## src/rtl/gpio_sel_pkg.sv

```systemverilog
// Shared types and constants for the GPIO select sequencer and its decoder.
package gpio_sel_pkg;

    typedef enum logic [1:0] {
        IDLE  = 2'd0,
        LEVEL = 2'd1,
        PULSE = 2'd2
    } gpio_sel_state_t;

    localparam logic MODE_LEVEL = 1'b0;
    localparam logic MODE_PULSE = 1'b1;

endpackage

```

## src/rtl/gpio_onehot_dec.sv

```systemverilog
// Combinational 1-based index to one-hot decoder with in-range flag.
module gpio_onehot_dec #(
    parameter int NUM_GPIO = 34,
    parameter int SEL_W    = $clog2(NUM_GPIO + 1)
) (
    input  logic [SEL_W-1:0]    sel,
    output logic [NUM_GPIO-1:0] onehot,
    output logic                in_range
);

    // Each bit compares the full-width index, so 0 and every value above
    // NUM_GPIO (including the all-ones index) decode to an all-zero vector.
    genvar gi;
    generate
        for (gi = 0; gi < NUM_GPIO; gi++) begin : g_bit
            assign onehot[gi] = (sel == SEL_W'(gi + 1));
        end
    endgenerate

    assign in_range = |onehot;

endmodule

```

## src/rtl/gpio_sel_sequencer.sv

```systemverilog
// Registered one-hot GPIO strobe sequencer with level and timed-pulse modes.
// Optional error counter output enabled by defining GPIO_SEL_SEQ_ERRCNT_EN.
module gpio_sel_sequencer
    import gpio_sel_pkg::*;
#(
    parameter int NUM_GPIO = 34,
    parameter int SEL_W    = $clog2(NUM_GPIO + 1),
    parameter int PULSE_W  = 8
) (
    input  logic                clk,
    input  logic                rst,
    input  logic                sel_valid,
    input  logic [SEL_W-1:0]    sel,
    input  logic                mode,
    input  logic [PULSE_W-1:0]  pulse_len,
    output logic                sel_ready,
    output logic [NUM_GPIO-1:0] gpio_out,
    output logic                busy,
    output logic                sel_err
`ifdef GPIO_SEL_SEQ_ERRCNT_EN
    ,
    output logic [7:0]          err_count
`endif
);

    gpio_sel_state_t     state_reg, state_next;
    logic [NUM_GPIO-1:0] gpio_reg, gpio_next;
    logic [PULSE_W-1:0]  cnt_reg, cnt_next;
    logic                err_reg, err_next;

    logic [NUM_GPIO-1:0] dec_onehot;
    logic                dec_in_range;
    logic                accept;

    gpio_onehot_dec #(
        .NUM_GPIO (NUM_GPIO),
        .SEL_W    (SEL_W)
    ) u_dec (
        .sel      (sel),
        .onehot   (dec_onehot),
        .in_range (dec_in_range)
    );

    assign sel_ready = (state_reg != PULSE);
    assign busy      = (state_reg == PULSE);
    assign accept    = sel_valid & sel_ready;
    assign gpio_out  = gpio_reg;
    assign sel_err   = err_reg;

    always_comb begin
        state_next = state_reg;
        gpio_next  = gpio_reg;
        cnt_next   = cnt_reg;
        err_next   = 1'b0;
        case (state_reg)
            IDLE, LEVEL: begin
                if (accept) begin
                    if (dec_in_range) begin
                        gpio_next = dec_onehot;
                        if (mode == MODE_PULSE) begin
                            state_next = PULSE;
                            // Counter holds remaining cycles after the first; a zero length acts as one.
                            cnt_next   = (pulse_len == '0) ? '0 : pulse_len - PULSE_W'(1);
                        end else begin
                            state_next = LEVEL;
                        end
                    end else begin
                        state_next = IDLE;
                        gpio_next  = '0;
                        err_next   = 1'b1;
                    end
                end
            end
            PULSE: begin
                if (cnt_reg != '0) begin
                    cnt_next = cnt_reg - PULSE_W'(1);
                end else begin
                    state_next = IDLE;
                    gpio_next  = '0;
                end
            end
            default: begin
                state_next = IDLE;
                gpio_next  = '0;
                cnt_next   = '0;
            end
        endcase
    end

    always_ff @(posedge clk) begin
        if (rst) begin
            state_reg <= IDLE;
            gpio_reg  <= '0;
            cnt_reg   <= '0;
            err_reg   <= 1'b0;
        end else begin
            state_reg <= state_next;
            gpio_reg  <= gpio_next;
            cnt_reg   <= cnt_next;
            err_reg   <= err_next;
        end
    end

`ifdef GPIO_SEL_SEQ_ERRCNT_EN
    logic [7:0] errcnt_reg;

    // Saturating count of accepted out-of-range commands.
    always_ff @(posedge clk) begin
        if (rst) begin
            errcnt_reg <= '0;
        end else if (accept && !dec_in_range && errcnt_reg != 8'hFF) begin
            errcnt_reg <= errcnt_reg + 8'd1;
        end
    end

    assign err_count = errcnt_reg;
`endif

endmodule

```

## config.mk

```make
export PLATFORM = sky130hd
export DESIGN_NAME = gpio_sel_sequencer
export DESIGN_NICKNAME = d
export VERILOG_FILES = /design/src/rtl/gpio_sel_pkg.sv /design/src/rtl/gpio_onehot_dec.sv /design/src/rtl/gpio_sel_sequencer.sv
export SDC_FILE = /design/constraint.sdc
export NUM_CORES = 1
export LEC_CHECK = 0
export BUFFER_PORTS_ARGS = -buffer_cell sky130_fd_sc_hd__buf_2
export CAP_MARGIN = 30
export CORE_MARGIN = 1
export CORE_UTILIZATION = 45
export CTS_BUF_LIST = sky130_fd_sc_hd__clkbuf_4 sky130_fd_sc_hd__clkbuf_8 sky130_fd_sc_hd__clkbuf_16
export DETAILED_ROUTE_END_ITERATION = 10
export MAX_ROUTING_LAYER = met4
export PLACE_DENSITY = 0.72
export SLEW_MARGIN = 20
export SYNTH_ARGS = -nofsm -noshare
export SYNTH_HDL_FRONTEND = slang
export SYNTH_SLANG_ARGS = --single-unit
```

## constraint.sdc

```tcl
create_clock -name clk -period 1.88 [get_ports clk]
set_input_delay 0.188 -clock clk [delete_from_list [all_inputs] [get_ports clk]]
set_output_delay 0.188 -clock clk [all_outputs]
set_load 0.01 [all_outputs]
```

# Yosys cells after proc, flatten, opt, wreduce, memory -nomap -nowiden
# Cells that the tools add are included.
[totals] register_bits=45 latchBits=0 ramBits=0 rom_bits=0 inputBits=18 out_inout_bits=37 elab_cells=75 memories=0
[op_classes] n_addsub=2 multipliers=0 n_div=0 n_lt_le_gt_ge=0 eq_ne=42 n_shift=0 muxes=16 bitwise=3 n_reduce_logical=8
[op_table] operator="$mux W34" n=3
[op_table] operator="$eq A6 B5 Y1 const B" n=16
[op_table] operator="$pmux W34 S2" n=1
[op_table] operator="$eq A6 B4 Y1 const B" n=8
[op_table] operator="$mux W8" n=5
[op_table] operator="$reduce_or A34 Y1" n=1
[op_table] operator="$eq A6 B3 Y1 const B" n=4
[op_table] operator="$eq A6 B6 Y1 const B" n=3
[op_table] operator="$pmux W8 S2" n=1
[op_table] operator="$sub A8 B1 Y8 const B" n=2
[op_table] operator="$eq A6 B2 Y1 const B" n=2
[op_table] operator="$ne A2 B2 Y1 const B" n=5
[op_table] operator="$logic_not A8 Y1" n=1
[op_table] operator="$mux W2" n=4
[op_table] operator="$reduce_bool A8 Y1" n=1
[op_table] operator="$eq A6 B1 Y1 const B" n=1
[op_table] operator="$pmux W2 S2" n=1
[op_table] operator="$reduce_and A4 Y1" n=1
[op_table] operator="$reduce_or A3 Y1" n=1
[op_table] operator="$eq A2 B1 Y1 const B" n=1
[op_table] operator="$eq A2 B2 Y1 const B" n=1
[op_table] operator="$logic_not A2 Y1" n=1
[op_table] operator="$ne A2 B1 Y1 const B" n=1
[op_table] operator="$not A1 Y1" n=2
[op_table] operator="4 further kinds" n=4

# Longest topological paths before layout
[logic_depth] word_depth=6 mapped_depth=8 depth_no_buf=7

# Cells and area by module
# From an unflattened synthesis, not the netlist that was laid out.
[unflattened] hier_cells=234 area_unflattened_um2=2187.1
[by_module_without_submodules] module="gpio_sel_sequencer" instances=1 cells_per_inst=176 area_each_um2=1850.5 seq_area_each_um2=900.9
[by_module_without_submodules] module="gpio_onehot_dec" instances=1 cells_per_inst=58 area_each_um2=336.6 seq_area_each_um2=0.0

# Worst setup path before layout
# No wires, ideal clock.
[synth_timing] path_kind="register to register" start="reg cnt_reg[3]" end="reg gpio_reg[11] (netlist: gpio_out[11])" setup_ns=0.128 arrival_ns=1.780 t_required_ns=1.752 slack_ns=-0.028 path_stages_with_launch=7 n_path_buf=1 synth_period_minus_slack_ns=1.908 path_cell_list="dfxtp_1 or4_4 o31ai_2 o21ai_1 clkbuf_1 a22oi_1 nor2_1"
[synth_via] elab_chain_cells=3
[synth_rtl] element="from (decl)" line_no="gpio_sel_sequencer.sv:28" source="logic [PULSE_W-1:0] cnt_reg, cnt_next;"
[synth_rtl] element="from (signal assigned)" line_no="gpio_sel_sequencer.sv:99" source="cnt_reg <= cnt_next;"
[synth_rtl] element="$reduce_bool A8 Y1" line_no="gpio_sel_sequencer.sv:75" source="if (cnt_reg != '0) begin"
[synth_rtl] element="$ne A2 B2 Y1 (no source line)"
[synth_rtl] element="$reduce_and A2 Y1 (no source line)"
[synth_rtl] element="to (signal assigned)" line_no="gpio_sel_sequencer.sv:98" source="gpio_reg <= gpio_next;"
[synth_rtl] element="to (decl)" line_no="gpio_sel_sequencer.sv:27" source="logic [NUM_GPIO-1:0] gpio_reg, gpio_next;"
# Every way passes these cells.
# A chain may end at the register's enable or synchronous reset.

# Worst setup path in the final report
[layout_timing] start="reg cnt_reg[3]" end="reg cnt_reg[5]"
[layout_via] elab_chain_cells=3 word_cells_on_any_way=6 cone_classes="add/sub (1); eq/ne (1); mux (2); reduce/logical (2)"
[layout_rtl] element="$sub A8 B1 Y8 / $reduce_bool A8 Y1 (equally long branches)" line_no="gpio_sel_sequencer.sv:76, gpio_sel_sequencer.sv:75"
[layout_rtl] element="$mux W8 / $ne A2 B1 Y1 (equally long branches)"
[layout_rtl] element="$pmux W8 S2 / $reduce_and A4 Y1 (equally long branches)"
# Several ways; a longest one is shown, not always the timed one. The select of a mux whose other input is x is not followed.

==> metrics.yaml <==
status: "finished with violations"
violations: "setup timing"
drv_cap: 0
synth_edf_count: 0
h-tree-depth: 2
cp-end-kind: "register"
first_pass_iters: 4
ctsLongestPathBuffers: 2
wl_per_cell_um: 14.42
clock-sinks: 45
maxSlewViolCount: 0
global_route.overflow_total: 0
final_area_sq_um: 2640
cp-start-kind: "register"
p_int_w: 0.001534
worst_slack_ns: -0.02446
numCtsBuffers: 5
drive_gt1_frac: 0.2902
insertion_delay_ns: 0.29
ys_ff_latch: 45
die_h_um: 70.21
cellPowerDensity_nw_per_um2: 786.8
grt_start_max_net_pins: 35
drtIter0Drc: 140
clk_pin_slew_ns: 0.08
via_per_inst: 5.553
area_delta_synth_final_pct: 26.12
pin_count: 55
fin_nets: 337
worstHoldPathCells: 3
vdd_drop_max_v: 0.0005134
p_seq_frac: 0.478
postSynthCellCount: 253
antenna_left: 0
ys_types: 44
synthTopCellsByArea: "dfxtp_1, nor2_1, a22oi_1"
combPwrFrac: 0.171
fp.dieW_um: 70.21
rsz0062_at_grt: "true"
layout_commonest_cell: "nor2_1"
r2r-end: "cnt_reg[5]"
synth.largest_area_cell: "dfxtp_1"
rows: 24
coreArea_sq_um: 4414
antenna_cells: 0
total_power_w: 0.002077
synth_area_sq_um: 2093
synth_seq_area_share: 0.4304
fin_crit_sh: 1.013
grtUsageTotal: 0.2332
final-hold-violation-count: 0
path_class: "register to register"
ys.flop_type: "dfxtp_1"
dp_cells: 359
synth_fp_nets: 274
tightest_slew_ns: 0.4994
place_area_sq_um: 2505
min_period_ns: 1.904
antenna_found_initial: 0
vias: 2049
reg2reg_slack_ns: -0.02
cts_hold_buf: 0
setup-violations-final: 4
synth_area_per_cell_sq_um: 8.274
dieArea_sq_um: 4929
hold_class: "input port to register"
finalNonFillerCells: 369
final_cell_mix: "nor2_1, buf_2, dfxtp_1"
r2r_cells: 5
wl_um: 5322
fin_util: 0.5981
crit_required_ns: 2.09
grt_pass1_wl_um: 9004
swShare: 0.2617
p_leak_nw: 1.133
regArea_sq_um: 902.1
drcViolationCount: 0
synth_top_area_frac: 0.4304
multiInputGateArea_sq_um: 1080
cp.arrival_ns: 2.11
clock_skew_ns: 0.007132
p_switching_w: 0.0005436
fillCellCount: 405
io_buffers: 54
largest_reg_flops: 34
worst-path-max-fanout: 5
async_reset_ff_frac: 0
fmax_mhz: 525.1
yosys_warnings: 0
hpwl_um: 3890
power.share.clock: 0.350
holdPathEnd: "state_reg[1]"
tritoncts: "yes"
rr_startpoint: "cnt_reg[3]"
gp_congestion: 0.8781
start_util: 0.4742
first_global_vias: 1869
min_from: "mode"
ctsRootBufferMaster: "clkbuf_8"
relSlewSlack: 0.6671
[power by group through the flow]
stage	registers, W	logic (W)	clock network (W)
2_1_floorplan	0.00101	0.000228	0
3_3_place_gp	0.00101	0.000341	0
3_5_place_dp	0.00102	0.000343	0
4_1_cts	0.000993	0.000347	0.000741
5_1_grt	0.000998	0.000391	0.000782
6_report	0.000993	0.000356	0.000728
[metrics by stage]
stage | hold WS (ns) | setup TNS, ns | setup WS [ns]
floorplan | 0.3357 | 0 | 0.01828
finish | 0.2018 | -0.05785 | -0.02446
detailed placement | 0.4476 | -0.01272 | -0.01270
CTS | 0.1998 | -0.03045 | -0.02096
global placement | 0.4491 | 0 | 0.02702
global route | 0.2072 | -1.771 | -0.1099
[per-layer routing]
layer	share of wire	global-route usage
met2	0.44	0.3408
met3	0.063	0.04329
met1	0.49	0.3345
met4	0.0092	0.05333
met5	0	-
[logic make-up (layout without fill, tap and decap cells)]
family	after synthesis	after routing	share of synthesized area
muxes	2	2	0.009564
AOI/OAI and AO/OA	72	72	0.2528
xor gates and xnor gates	4	4	0.01673
adders and majority gates	3	3	0.01793
and+or+nand+nor	98	98	0.2170
DFF	45	45	0.4304
buffers and inverters	29	93	0.05559
[worst max-delay path by stage]
stage / from / end / slack [ns] / depth (start not counted)
detailed placement: cnt_reg[3] / cnt_reg[0] / -0.01 / 6
finish: cnt_reg[3] / cnt_reg[5] / -0.02 / 5
global placement: cnt_reg[3] / cnt_reg[5] / 0.03 / 5
floorplan: cnt_reg[3] / gpio_out[11] / 0.02 / 6
CTS: cnt_reg[3] / cnt_reg[5] / -0.02 / 5
global route: cnt_reg[3] / gpio_out[9] / -0.11 / 6
[cell usage after synthesis (2+ instances only)]
cell type	count
a211oi_2	3
a21oi_1	13
a22oi_1	21
a31oi_1	2
a32oi_1	8
clkbuf_1	16
dfxtp_1	45
ha_1	3
inv_1	11
mux2i_1	2
nand2_1	13
nand2b_1	3
nand3_1	3
nand4_1	2
nor2_1	56
nor2b_1	5
nor3_1	3
nor4_1	4
o21ai_0	2
o21ai_1	8
o22ai_1	3
or4_1	2
xnor2_1	4
[repair_timing]
action	CTS	global route
endpoints found under the hold margin	0	0
resized for setup	1	1
endpoints found under the setup margin	3	36
setup buffers	0	2
[layout make-up]
cell class	instances	share of cell area
Timing Repair Buffer	74	0.1654
Sequential cell	45	0.3417
Inverter	11	0.01564
Clock buffer	6	0.02891
Clock inverter	2	0.01469
Tap cell	52	0.02464
Multi-Input combinational cell	179	0.4090
[critical path: stages (launching register included)]
cell and delay, ns:
dfxtp_2 0.32, or4_4 0.55, o41a_1 0.36, a31o_1 0.26, o221a_2 0.15, a211oi_2 0.18
(Power assumes the default switching activity.)
